File: config.mk
export PLATFORM = sky130hd
export DESIGN_NAME = coin_feeder
export DESIGN_NICKNAME = d
export VERILOG_FILES = /design/src/rtl/coin_feeder_pkg.sv /design/src/rtl/coin_feeder_rise_detect.sv /design/src/rtl/coin_feeder.sv
export SDC_FILE = /design/constraint.sdc
export NUM_CORES = 1
export LEC_CHECK = 0
export CAP_MARGIN = 20
export CORE_UTILIZATION = 48
export CTS_CLUSTER_SIZE = 16
export DETAILED_ROUTE_END_ITERATION = 6
export PLACE_DENSITY = 0.78
export SLEW_MARGIN = 20
export SYNTH_ARGS = -nofsm -noshare
export SYNTH_HDL_FRONTEND = slang
export SYNTH_SLANG_ARGS = --single-unit
File: constraint.sdc
create_clock -name clk -period 2.67 [get_ports clk]
set_clock_uncertainty 0.1 [all_clocks]
set_input_delay 0.267 -clock clk [delete_from_list [all_inputs] [get_ports clk]]
set_output_delay 0.267 -clock clk [all_outputs]
set_load 0.1 [all_outputs]
File: src/rtl/coin_feeder_pkg.sv
// Shared definitions for the coin sequencer: FSM encoding, table terminator
// and the saturating adder used for the running total.
package coin_feeder_pkg;

    typedef enum logic [1:0] {
        S_IDLE     = 2'd0,
        S_FETCH    = 2'd1,
        S_WAIT_REL = 2'd2,
        S_END      = 2'd3
    } state_t;

    localparam int COIN_END = 0;

    // Adds at one bit wider than the operands, then clamps to the all-ones value of width w.
    function automatic logic [31:0] sat_add(input logic [31:0] a,
                                            input logic [31:0] b,
                                            input int          w);
        logic [32:0] sum;
        logic [32:0] limit;
        sum   = {1'b0, a} + {1'b0, b};
        limit = (33'd1 << w) - 33'd1;
        return (sum > limit) ? limit[31:0] : sum[31:0];
    endfunction

endpackage

File: src/rtl/coin_feeder_rise_detect.sv
// Rising-edge detector for a level that is already synchronous to clk.
// The delayed copy updates every cycle so a held level never re-triggers.
module rise_detect (
    input  logic clk,
    input  logic reset,
    input  logic sig,
    output logic rise
);

    logic sig_q;

    always_ff @(posedge clk or negedge reset) begin
        if (!reset) sig_q <= 1'b0;
        else        sig_q <= sig;
    end

    assign rise = sig & ~sig_q;

endmodule

File: src/rtl/coin_feeder.sv
// Purchase-side coin sequencer: each press of next fetches one table entry,
// presents it for a cycle and accumulates it into a saturating total.
//
// state      | meaning
// S_IDLE     | waiting for a rising edge on next
// S_FETCH    | table word at ptr is sampled on the leaving edge
// S_WAIT_REL | fetch done, waiting for next to drop
// S_END      | zero entry or table end reached; only sold/reset leave
module coin_feeder
    import coin_feeder_pkg::*;
#(
    parameter int COIN_W  = 5,
    parameter int DEPTH   = 32,
    parameter int PTR_W   = $clog2(DEPTH),
    parameter int TOTAL_W = 8,
    parameter bit WRAP    = 1'b0
) (
    input  logic               clk,
    input  logic               reset,
    input  logic               next,
    input  logic               sold,
    output logic [PTR_W-1:0]   mem_addr,
    input  logic [COIN_W-1:0]  mem_data,
    output logic [COIN_W-1:0]  coin,
    output logic               coin_valid,
    output logic [TOTAL_W-1:0] total,
    output logic [PTR_W-1:0]   ptr,
    output logic               list_end,
    output logic               busy
);

    localparam logic [PTR_W-1:0] LAST = PTR_W'(DEPTH - 1);

    state_t             state, state_nxt;
    logic [PTR_W-1:0]   ptr_nxt;
    logic [COIN_W-1:0]  coin_nxt;
    logic [TOTAL_W-1:0] total_nxt;
    logic               valid_nxt;
    logic               rise;

    rise_detect u_rise (
        .clk   (clk),
        .reset (reset),
        .sig   (next),
        .rise  (rise)
    );

    always_ff @(posedge clk or negedge reset) begin
        if (!reset) begin
            state      <= S_IDLE;
            ptr        <= '0;
            coin       <= '0;
            total      <= '0;
            coin_valid <= 1'b0;
        end else begin
            state      <= state_nxt;
            ptr        <= ptr_nxt;
            coin       <= coin_nxt;
            total      <= total_nxt;
            coin_valid <= valid_nxt;
        end
    end

    always_comb begin
        state_nxt = state;
        ptr_nxt   = ptr;
        coin_nxt  = coin;
        total_nxt = total;
        valid_nxt = 1'b0;
        case (state)
            S_IDLE: if (rise) state_nxt = S_FETCH;
            S_FETCH: begin
                if (mem_data == COIN_W'(COIN_END)) begin
                    state_nxt = S_END;
                end else begin
                    coin_nxt  = mem_data;
                    valid_nxt = 1'b1;
                    total_nxt = TOTAL_W'(sat_add(32'(total), 32'(mem_data), TOTAL_W));
                    if (ptr == LAST && !WRAP) begin
                        state_nxt = S_END;
                    end else begin
                        ptr_nxt   = (ptr == LAST) ? '0 : ptr + 1'b1;
                        state_nxt = S_WAIT_REL;
                    end
                end
            end
            S_WAIT_REL: if (!next) state_nxt = S_IDLE;
            S_END:      state_nxt = S_END;
            default:    state_nxt = S_IDLE;
        endcase
        // A sale discards whatever the FSM decided this cycle, including a completing fetch.
        if (sold) begin
            state_nxt = S_IDLE;
            ptr_nxt   = '0;
            coin_nxt  = '0;
            total_nxt = '0;
            valid_nxt = 1'b0;
        end
    end

    assign mem_addr = ptr;
    assign list_end = (state == S_END);
    assign busy     = (state == S_FETCH) || (state == S_WAIT_REL);

endmodule

==> out/summary.txt, run 1 <==
post-synth top area share - 41.90%
run status - finished, final reports clean
Worst Path Arrival - 2470 ps
unrepaired setup endpoints after global routing - no
Pleak - 0.8012 nW
Row Count - 18
Die X-Extent - 54.32 um
vias per cell - 5.398
vias - 1,058
Synth area leaders - dfrtp_1 42%, ha_1 10%, a21oi_1 5.0%
vias in the first global route - 1,014
fmax - 428.2 MHz
initial core utilization - 52.08%
max-slew violations - 0
Buffers on Ports - 34
final hold violation count - 0
Max stage delay on crit path - 500 ps
CORE AREA - 2522 sq um
largest net degree at the start of global routing - 23
power consumption - 2.004 mW
grt met3 use - 4.167%
first-pass GRT wire length - 4581 um
Crit-path slowest cell - clkdlybuf4s50_1
Overflow after GRT - 0
DP HPWL - 2204 um
commonest non-fill, non-tap cell in the layout - buf_4
area of the die - 2950 sq um
Setup Buffers After CTS - 0
Max Buffers Root-to-Sink - 2
Worst EP required - 2800 ps
post-place setup slack - 26.17 ps
ratio of cells with drive above 1 in the final layout - 26.51%
post-layout min period - 2335 ps
RR Startpoint - total[0]
met1 Track Usage GR - 26.77%
CTS root buf - clkbuf_4
Ys Warns - 0
clock-pin slew on the worst setup and hold paths - 130 ps
Layout fillers - 201
post-synthesis sequential area ratio - 41.90%
most frequent cells in the layout - 30 x buf_4, 20 x dfrtp_1, 14 x nand2_1, 13 x a21oi_1
Critical R2R Capture - total[1]
crit-path cells - clkdlybuf4s50_1, ha_1, inv_1, fa_1, nor2b_4, o31a_1, nor2_1, o31a_1, a221oi_2
CTS sink count - 22
VDD IR-drop max - 1.093 mV
final core utilization - 65.63%
Worst-Skew Late Latency - 310 ps
H-Tree Depth - 1
post-synth top area cell - dfrtp_1
CP Launch Type - primary input
final worst slack - 334.7 ps
CP most frequent cell - o31a_1
Area growth syn-to-layout - 26.00%
crit path capture type - register
Post-Route WL - 2803 um
Antenna Cells - 0
post-route setup TNS - 0 ps
1st-iter DRT viols - 23
GRT busiest layer - met2
Avg WL per Cell - 14.30 um
Setup violations, final - 0
Top Ports - 35
FF-to-FF setup slack - 400 ps
CTS hold repair buffers - 0
Crit Path Category - primary input to register
worst reg2reg path depth - 8
Syn Inst Count - 132
CTS buffer count - 3
syn_area_per_cell - 9.953 sq um
flops & latches, synth - 22
Least-Margin Pin Slew - 473.1 ps
Crit Path Max Fanout - 6
Max-Cap Viols - 0
met2 usage - 39.63%
syn nets - 153
GRT Overall Usage - 22.24%
power per cell area - 1210 nW/um^2
Tcrit/Tclk final - 87.46%
Synth cell types - 35
TritonRoute pass-1 iters - 4
relative slew slack - 68.40%
Post-DRT Antenna Nets - 0
Hold Crit Class - primary input to async pin
initial antenna violation count - 0
CTS tree - yes
nets - 188
final routed DRC violation total - 0
die span in y - 54.32 um
synthesized area - 1314 sq um
GP Congestion - 0.8167
CTS resizes - 0
[routing by layer]
layer / part of all wire [%] / up-vias
met5: 0 / -
met4: 0.68 / 0
met3: 2.9 / 2
met2: 52 / 19
met1: 45 / 509
li1: - / 528
[cell families (layout without fill, tap and decap cells)]
logic type      after synthesis  count (layout)  share of synthesized area [%]
compound gates               36              36                          18.95
simple gates                 36              36                          14.38
flops                        22              22                          41.90
buf+inv                      18              52                          7.143
fa+ha+maj                    12              12                          12.00
xor+xnor                      5               5                          3.333
mux                           3               3                          2.286
[cell type report]
cell class                      instances  area (sq um)  share of cell area, %
Clock buffer                            3         22.52                  1.361
Clock inverter                          1         30.03                  1.814
Inverter                               10         37.54                  2.268
Multi-Input combinational cell         92         669.4                  40.44
Sequential cell                        22         553.0                  33.41
Tap cell                               30         37.54                  2.268
Timing Repair Buffer                   38         305.3                  18.44
[stage by stage]
step / hold WS, ps / std cells / instance area, sq um
2_1_floorplan: -128.6 / 132 / 1316
3_3_place_gp: 414.4 / 192 / 1603
3_5_place_dp: 430.4 / 192 / 1603
4_1_cts: 186.6 / 196 / 1655
5_1_grt: 228.4 / 196 / 1655
6_report: 171.3 / 196 / 1655
[power breakdown]
part	leakage [nW]	switching, mW	internal, mW
combinational	0.478	0.948	0.314
sequential	0.295	0.0727	0.409
clock	0.0279	0.109	0.152
total	0.801	1.13	0.874
[worst max-delay path, delay by kind of cell]
kind	cells	cell delay [ps]
buf+inv	2	560
fa+ha+maj	2	630
simple gates	2	200
compound gates	3	800
[cell usage after synthesis]
library cell and instances:
fa_1 1, mux2i_1 3, nand4_1 1, a21o_2 1
a211oi_1 3, ha_1 11, nand2b_1 1, nand3_1 1
o21bai_1 1, or4_1 2, clkbuf_1 1, o21a_1 1
o211ai_1 1, nand2_1 14, and3_1 1, a21o_1 1
o211a_1 1, nor2b_4 1, a21oi_1 13, dfrtp_1 22
nor3_2 1, a221oi_2 1, nor3_1 1, xnor2_1 1
a22oi_1 1, o21ai_0 7, a211oi_2 1, buf_4 7
o311ai_2 1, inv_1 10, nand2_2 1, o31a_1 3
nor2_1 11, nor4_4 1, xor2_1 4
[registers in the layout (all words and copies together) (netlist names)]
register / flops
mem_addr: 5
u_rise.sig_q: 1
coin: 5
state: 2
coin_valid: 1
total: 8
[how the worst max path moves through the flow]
stage,from,end,slack (ps),depth (start not counted)
finish,mem_data[0],total[1],330,9
detailed placement,mem_data[0],total[1],30,9
floorplan,total[2],total[7],90,6
CTS,mem_data[0],total[1],360,9
global placement,mem_data[0],total[1],100,9
global route,mem_data[0],total[1],230,9
No activity file was read; power rests on OpenSTA's default activity.
==> inputs of run 2 (changes only) <==
--- a/config.mk
+++ b/config.mk
@@ -6,10 +6,10 @@
 export NUM_CORES = 1
 export LEC_CHECK = 0
 export CAP_MARGIN = 20
-export CORE_UTILIZATION = 48
+export CORE_UTILIZATION = 30
 export CTS_CLUSTER_SIZE = 16
 export DETAILED_ROUTE_END_ITERATION = 6
-export PLACE_DENSITY = 0.78
+export PLACE_DENSITY = 0.53
 export SLEW_MARGIN = 20
 export SYNTH_ARGS = -nofsm -noshare
 export SYNTH_HDL_FRONTEND = slang
==> out/summary.txt, run 2 (synthesis results as in run 1) <==
run status - finished, final reports clean
nets - 190 (+1.1%)
Setup Buffers After CTS - 0 (unchanged)
Worst Path Arrival - 2450 ps (-20 ps)
P_int - 0.9282 mW (+6.2%)
most frequent cells in the layout - 32 x buf_4, 20 x dfrtp_1, 14 x nand2_1, 13 x a21oi_1
Crit Path Category - primary input to register
CTS tree - yes
DP HPWL - 2311 um (+4.8%)
Largest Register - total
GP Congestion - 0.7701 (-5.7%)
CTS root buf - clkbuf_8
sequential cell area - 553.0 sq um (unchanged)
CTS sink count - 22 (unchanged)
Buffers on Ports - 34 (unchanged)
Max Buffers Root-to-Sink - 2 (unchanged)
Sequential Power Share - 23.2% (-0.8 points)
max-slew violations - 0 (unchanged)
Area growth syn-to-layout - 30.48%
power per cell area - 1206 nW/um^2 (-0.36%)
Crit-path slowest cell - clkdlybuf4s50_1
Hold Crit Class - primary input to async pin
initial core utilization - 31.92% (-20 points)
Clk pwr share - 15.2% (+2.2 points)
Overflow after GRT - 0 (unchanged)
Least-Margin Pin Slew - 518.9 ps (+45.74 ps)
vias - 1,051 (-0.66%)
unrepaired setup endpoints after global routing - no
GRT Overall Usage - 14.09% (-8.2 points)
Layout fillers - 413 (+110%)
Row Count - 23 (+5)
CORE AREA - 4115 sq um (+63%)
CTS buffer count - 3 (unchanged)
1st-iter DRT viols - 57 (+150%)
CP Launch Type - primary input
CTS hold repair buffers - 0 (unchanged)
crit path capture type - register
Post-DRT Antenna Nets - 0 (unchanged)
CTS resizes - 0 (unchanged)
Tcrit/Tclk final - 88.84% (+1.4 points)
initial antenna violation count - 0 (unchanged)
area of the die - 4648 sq um (+58%)
Post-Route WL - 3006 um (+7.2%)
die span in y - 68.18 um (+26%)
commonest non-fill, non-tap cell in the layout - buf_4
P_sw - 1.139 mW (+0.85%)
vias per cell - 4.821 (-11%)
first-pass GRT wire length - 4747 um (+3.6%)
largest net degree at the start of global routing - 23 (unchanged)
TritonRoute pass-1 iters - 4 (unchanged)
vias in the first global route - 1,022 (+0.79%)
Antenna Cells - 0 (unchanged)
Worst EP required - 2750 ps (-50 ps)
footprint of the multi-input gates - 669.4 sq um (unchanged)
crit-path cells - clkdlybuf4s50_1, ha_1, inv_1, fa_1, nor2b_4, o31a_1, nor2_1, o31a_1, o311ai_2
ratio of cells with drive above 1 in the final layout - 27.38% (+0.87 points)
Gate power share - 61.6% (-1.4 points)
Pleak - 0.8190 nW (+2.2%)
post-route setup TNS - 0 ps (unchanged)
clock-pin slew on the worst setup and hold paths - 90 ps (-40 ps)
Top Ports - 35 (unchanged)
number of flip-flops in the largest register - 8 (unchanged)
relative slew slack - 65.41% (-3.0 points)
Setup violations, final - 0 (unchanged)
fmax - 421.6 MHz (-1.5%)
final routed DRC violation total - 0 (unchanged)
Die X-Extent - 68.18 um (+26%)
post-layout min period - 2372 ps (+36.66 ps)
Max stage delay on crit path - 490 ps (about the same)
Max-Cap Viols - 0 (unchanged)
Crit Path Max Fanout - 6 (unchanged)
Worst-Skew Late Latency - 260 ps (-50 ps)
final hold violation count - 0 (unchanged)
CP most frequent cell - o31a_1
H-Tree Depth - 1 (unchanged)
VDD IR-drop max - 0.9602 mV (-12%)
WHS - 244.4 ps (+73.08 ps)
Avg WL per Cell - 13.79 um (-3.6%)
Sw Share - 55.10% (-1.3 points)
[run 2: cell types whose count changed in the layout (fill, tap and decap cells not counted)]
cell	before	now
clkbuf_4	3	0
clkbuf_8	0	3
buf_4	30	32
[run 2: area by class of cell]
type | count | area share [%]
timing repair buffer | 40 | 18.69
clock buffer | 3 | 2.409
clock inverter | 1 | 1.752
multi-input combinational | 92 | 39.05
sequential | 22 | 32.26
tap | 50 | 3.650
inverter | 10 | 2.190
[run 2: critical path: cells and delay by family]
| family | cells | cell delay (ps) |
|---|---|---|
| simple gates | 2 | 200 |
| buf+inv | 2 | 550 |
| compound gates | 3 | 810 |
| fa+ha+maj | 2 | 630 |
[run 2: worst paths after layout]
path                             startpoint           end  slack [ps]  depth (start not counted)
worst max-delay path            mem_data[0]      total[5]         300                          9
worst min-delay path                  reset      total[4]         240                          2
worst max register to register     total[0]      total[5]         420                          8
worst min register to register      coin[4]       coin[4]         420                          2
max in group asynchronous             reset      total[0]        1980                          2
min in group clk                       next  u_rise.sig_q         420                          1
[run 2: metal layers]
| metal | share of wire [%] | vias to the layer above | track usage (%) | routed length [um] |
|---|---|---|---|---|
| met4 | 1.1 | 0 | 6.250 | 34 |
| met5 | 0 | - | 0 | 0 |
| met1 | 44 | 511 | 17.45 | 1335 |
| met3 | 2.2 | 2 | 2.500 | 67 |
| met2 | 52 | 14 | 23.65 | 1570 |
| li1 | - | 524 | - | - |
[run 2: metrics by stage]
stage                     cells  worst slack [ps]  area (sq um)  utilization, %  power (mW)
after detailed placement    214             40.01          1643           39.92       1.767
final                       218             298.1          1714           41.65       2.067
after CTS                   218             315.1          1714           41.65       2.090
after global placement      214             82.10          1643           39.92       1.750
after global routing        218             197.7          1714           41.65       2.175
after floorplan             132             91.00          1316               -       1.511
[run 2: power groups by stage]
stage | combinational [mW] | clock [mW] | sequential [mW]
global placement | 1.27 | 0 | 0.484
CTS | 1.28 | 0.324 | 0.481
finish | 1.27 | 0.315 | 0.479
detailed placement | 1.28 | 0 | 0.487
floorplan | 0.603 | 0 | 0.907
global route | 1.35 | 0.334 | 0.494
==> inputs of run 3 (changes only) <==
--- a/config.mk
+++ b/config.mk
@@ -6,6 +6,7 @@
 export NUM_CORES = 1
 export LEC_CHECK = 0
 export CAP_MARGIN = 20
+export CORE_ASPECT_RATIO = 0.8
 export CORE_UTILIZATION = 30
 export CTS_CLUSTER_SIZE = 16
 export DETAILED_ROUTE_END_ITERATION = 6
==> out/summary.txt, run 3 (synthesis results as in run 1) <==
WHS - 257.5 ps (+13.10 ps)
nets - 191 (+0.53%)
Max stage delay on crit path - 490 ps (about the same)
largest net degree at the start of global routing - 23 (unchanged)
Worst EP required - 2740 ps (about the same)
Crit-path slowest cell - clkdlybuf4s50_1
post-route setup TNS - 0 ps (unchanged)
met2 wire length - 1326 um (-16%)
Largest Register - total
placed inst area - 1659 sq um (+0.99%)
commonest non-fill, non-tap cell in the layout - buf_4
CTS resizes - 0 (unchanged)
run status - finished, final reports clean
TritonRoute pass-1 iters - 4 (unchanged)
Setup violations, final - 0 (unchanged)
Buffers on Ports - 34 (unchanged)
Die X-Extent - 75.99 um (+11%)
CTS buffer count - 3 (unchanged)
Pleak - 0.8168 nW (-0.26%)
Crit path max-delay family - compound AO/OA/AOI/OAI gates
Least-Margin Pin Slew - 501.3 ps (-17.54 ps)
VDD IR-drop max - 0.5302 mV (-45%)
FF-to-FF setup slack - 410 ps (about the same)
Tcrit/Tclk final - 89.05% (+0.21 points)
wire length on met3 - 127 um (+90%)
Worst Path Arrival - 2440 ps (about the same)
crit path capture type - register
Row Count - 21 (-8.7%)
vias in the first global route - 1,021 (-0.098%)
crit-path cells - clkdlybuf4s50_1, ha_1, inv_1, fa_1, nor2b_4, o31a_1, nor2_1, o31a_1, a221oi_2
final routed DRC violation total - 0 (unchanged)
CP Launch Type - primary input
Final Instance Area - 1714 sq um (unchanged)
power consumption - 2.001 mW (-3.2%)
CTS tree - yes
vias - 1,080 (+2.8%)
Setup Buffers After CTS - 0 (unchanged)
H-Tree Depth - 1 (unchanged)
Hold Crit Class - primary input to async pin
most frequent cells in the layout - 33 x buf_4, 20 x dfrtp_1, 14 x nand2_1, 13 x a21oi_1
top layer in use - met4
die span in y - 61.19 um (-10%)
Max-Cap Viols - 0 (unchanged)
Worst-Skew Late Latency - 260 ps (about the same)
ratio of cells with drive above 1 in the final layout - 27.81% (+0.43 points)
Setup crit start - mem_data[0]
power per cell area - 1168 nW/um^2 (-3.2%)
GP Congestion - 0.8423 (+9.4%)
Antenna Cells - 0 (unchanged)
max-slew violations - 0 (unchanged)
unrepaired setup endpoints after global routing - no
RR Startpoint - total[0]
met1 wire length - 1611 um (+21%)
crit path capture - total[1]
Avg WL per Cell - 13.64 um (-1.1%)
Crit path depth - 9 (unchanged)
relative slew slack - 66.52% (+1.1 points)
DP HPWL - 2395 um (+3.6%)
initial antenna violation count - 0 (unchanged)
worst reg2reg path depth - 8 (unchanged)
Max Buffers Root-to-Sink - 2 (unchanged)
number of flip-flops in the largest register - 8 (unchanged)
CTS sink count - 22 (unchanged)
initial core utilization - 31.25% (-0.67 points)
Crit Path Max Fanout - 6 (unchanged)
post-layout min period - 2378 ps (+5.696 ps)
CTS hold repair buffers - 0 (unchanged)
Post-DRT Antenna Nets - 0 (unchanged)
CORE AREA - 4204 sq um (+2.2%)
vias per cell - 4.779 (-0.88%)
CTS root buf - clkbuf_8
Crit Path Category - primary input to register
area of the die - 4650 sq um (about the same)
CP most frequent cell - o31a_1
post-place setup slack - 25.87 ps (-14.14 ps)
final worst slack - 292.4 ps (-5.696 ps)
fmax - 420.6 MHz (-0.24%)
final hold violation count - 0 (unchanged)
Post-Route WL - 3082 um (+2.5%)
Overflow after GRT - 0 (unchanged)
Top Ports - 35 (unchanged)
Critical R2R Capture - total[1]
WP buf/inv - 2 (unchanged)
GRT Overall Usage - 14.27% (+0.18 points)
clock-pin slew on the worst setup and hold paths - 80 ps (about the same)
1st-iter DRT viols - 51 (-11%)
Area growth syn-to-layout - 30.48% (unchanged)
first-pass GRT wire length - 5071 um (+6.8%)
Layout fillers - 440 (+6.5%)
run 3: changes by cell type in the layout (fill, tap and decap cells not counted):
cell       delta
buf_4         +1
bufinv_16     -1
clkbuf_8      +1
run 3: layout make-up:
class                   count  area [sq um]  share of cell area, %
multi-input cells          92         669.4                  39.05
clock buffers               4         55.05                  3.212
well taps                  57         71.32                  4.161
flip-flops and latches     22         553.0                  32.26
repair buffers             41         327.8                  19.12
inverters                  10         37.54                  2.190
run 3: metrics by stage:
| step | utilization [%] | instances |
|---|---|---|
| detailed placement | 39.46 | 222 |
| global route | 40.77 | 226 |
| floorplan | - | 132 |
| CTS | 40.77 | 226 |
| global placement | 39.46 | 222 |
| finish | 40.77 | 226 |
run 3: routing by layer:
layer	up-vias	GRT usage, %
met3	2	4.148
li1	531	-
met1	527	20.24
met2	20	22.08
met4	0	2.473
met5	-	0
run 3: how the worst min path moves through the flow:
| stage | start | endpoint | slack (ps) | depth (start not counted) |
|---|---|---|---|---|
| final | reset | coin[0] | 260 | 2 |
| after global routing | reset | total[0] | 260 | 2 |
| after CTS | reset | coin[3] | 270 | 2 |
| after detailed placement | coin[0] | coin[0] | 420 | 2 |
| after global placement | coin[2] | coin[2] | 410 | 2 |
| after floorplan | reset | coin[0] | -130 | 0 |
run 3: power breakdown:
part	total [mW]	switching, mW	leakage, nW	internal (mW)
sequential	0.483	0.0739	0.295	0.409
combinational	1.28	0.958	0.493	0.320
clock	0.240	0.109	0.0288	0.131
total	2.00	1.14	0.817	0.861
run 3: worst reg2reg max path: stages, from the launching register on:
cell	delay, ps
dfrtp_2	380
ha_1	190
inv_1	60
fa_1	430
nor2b_4	140
o31a_1	190
nor2_1	60
o31a_1	380
a221oi_2	240
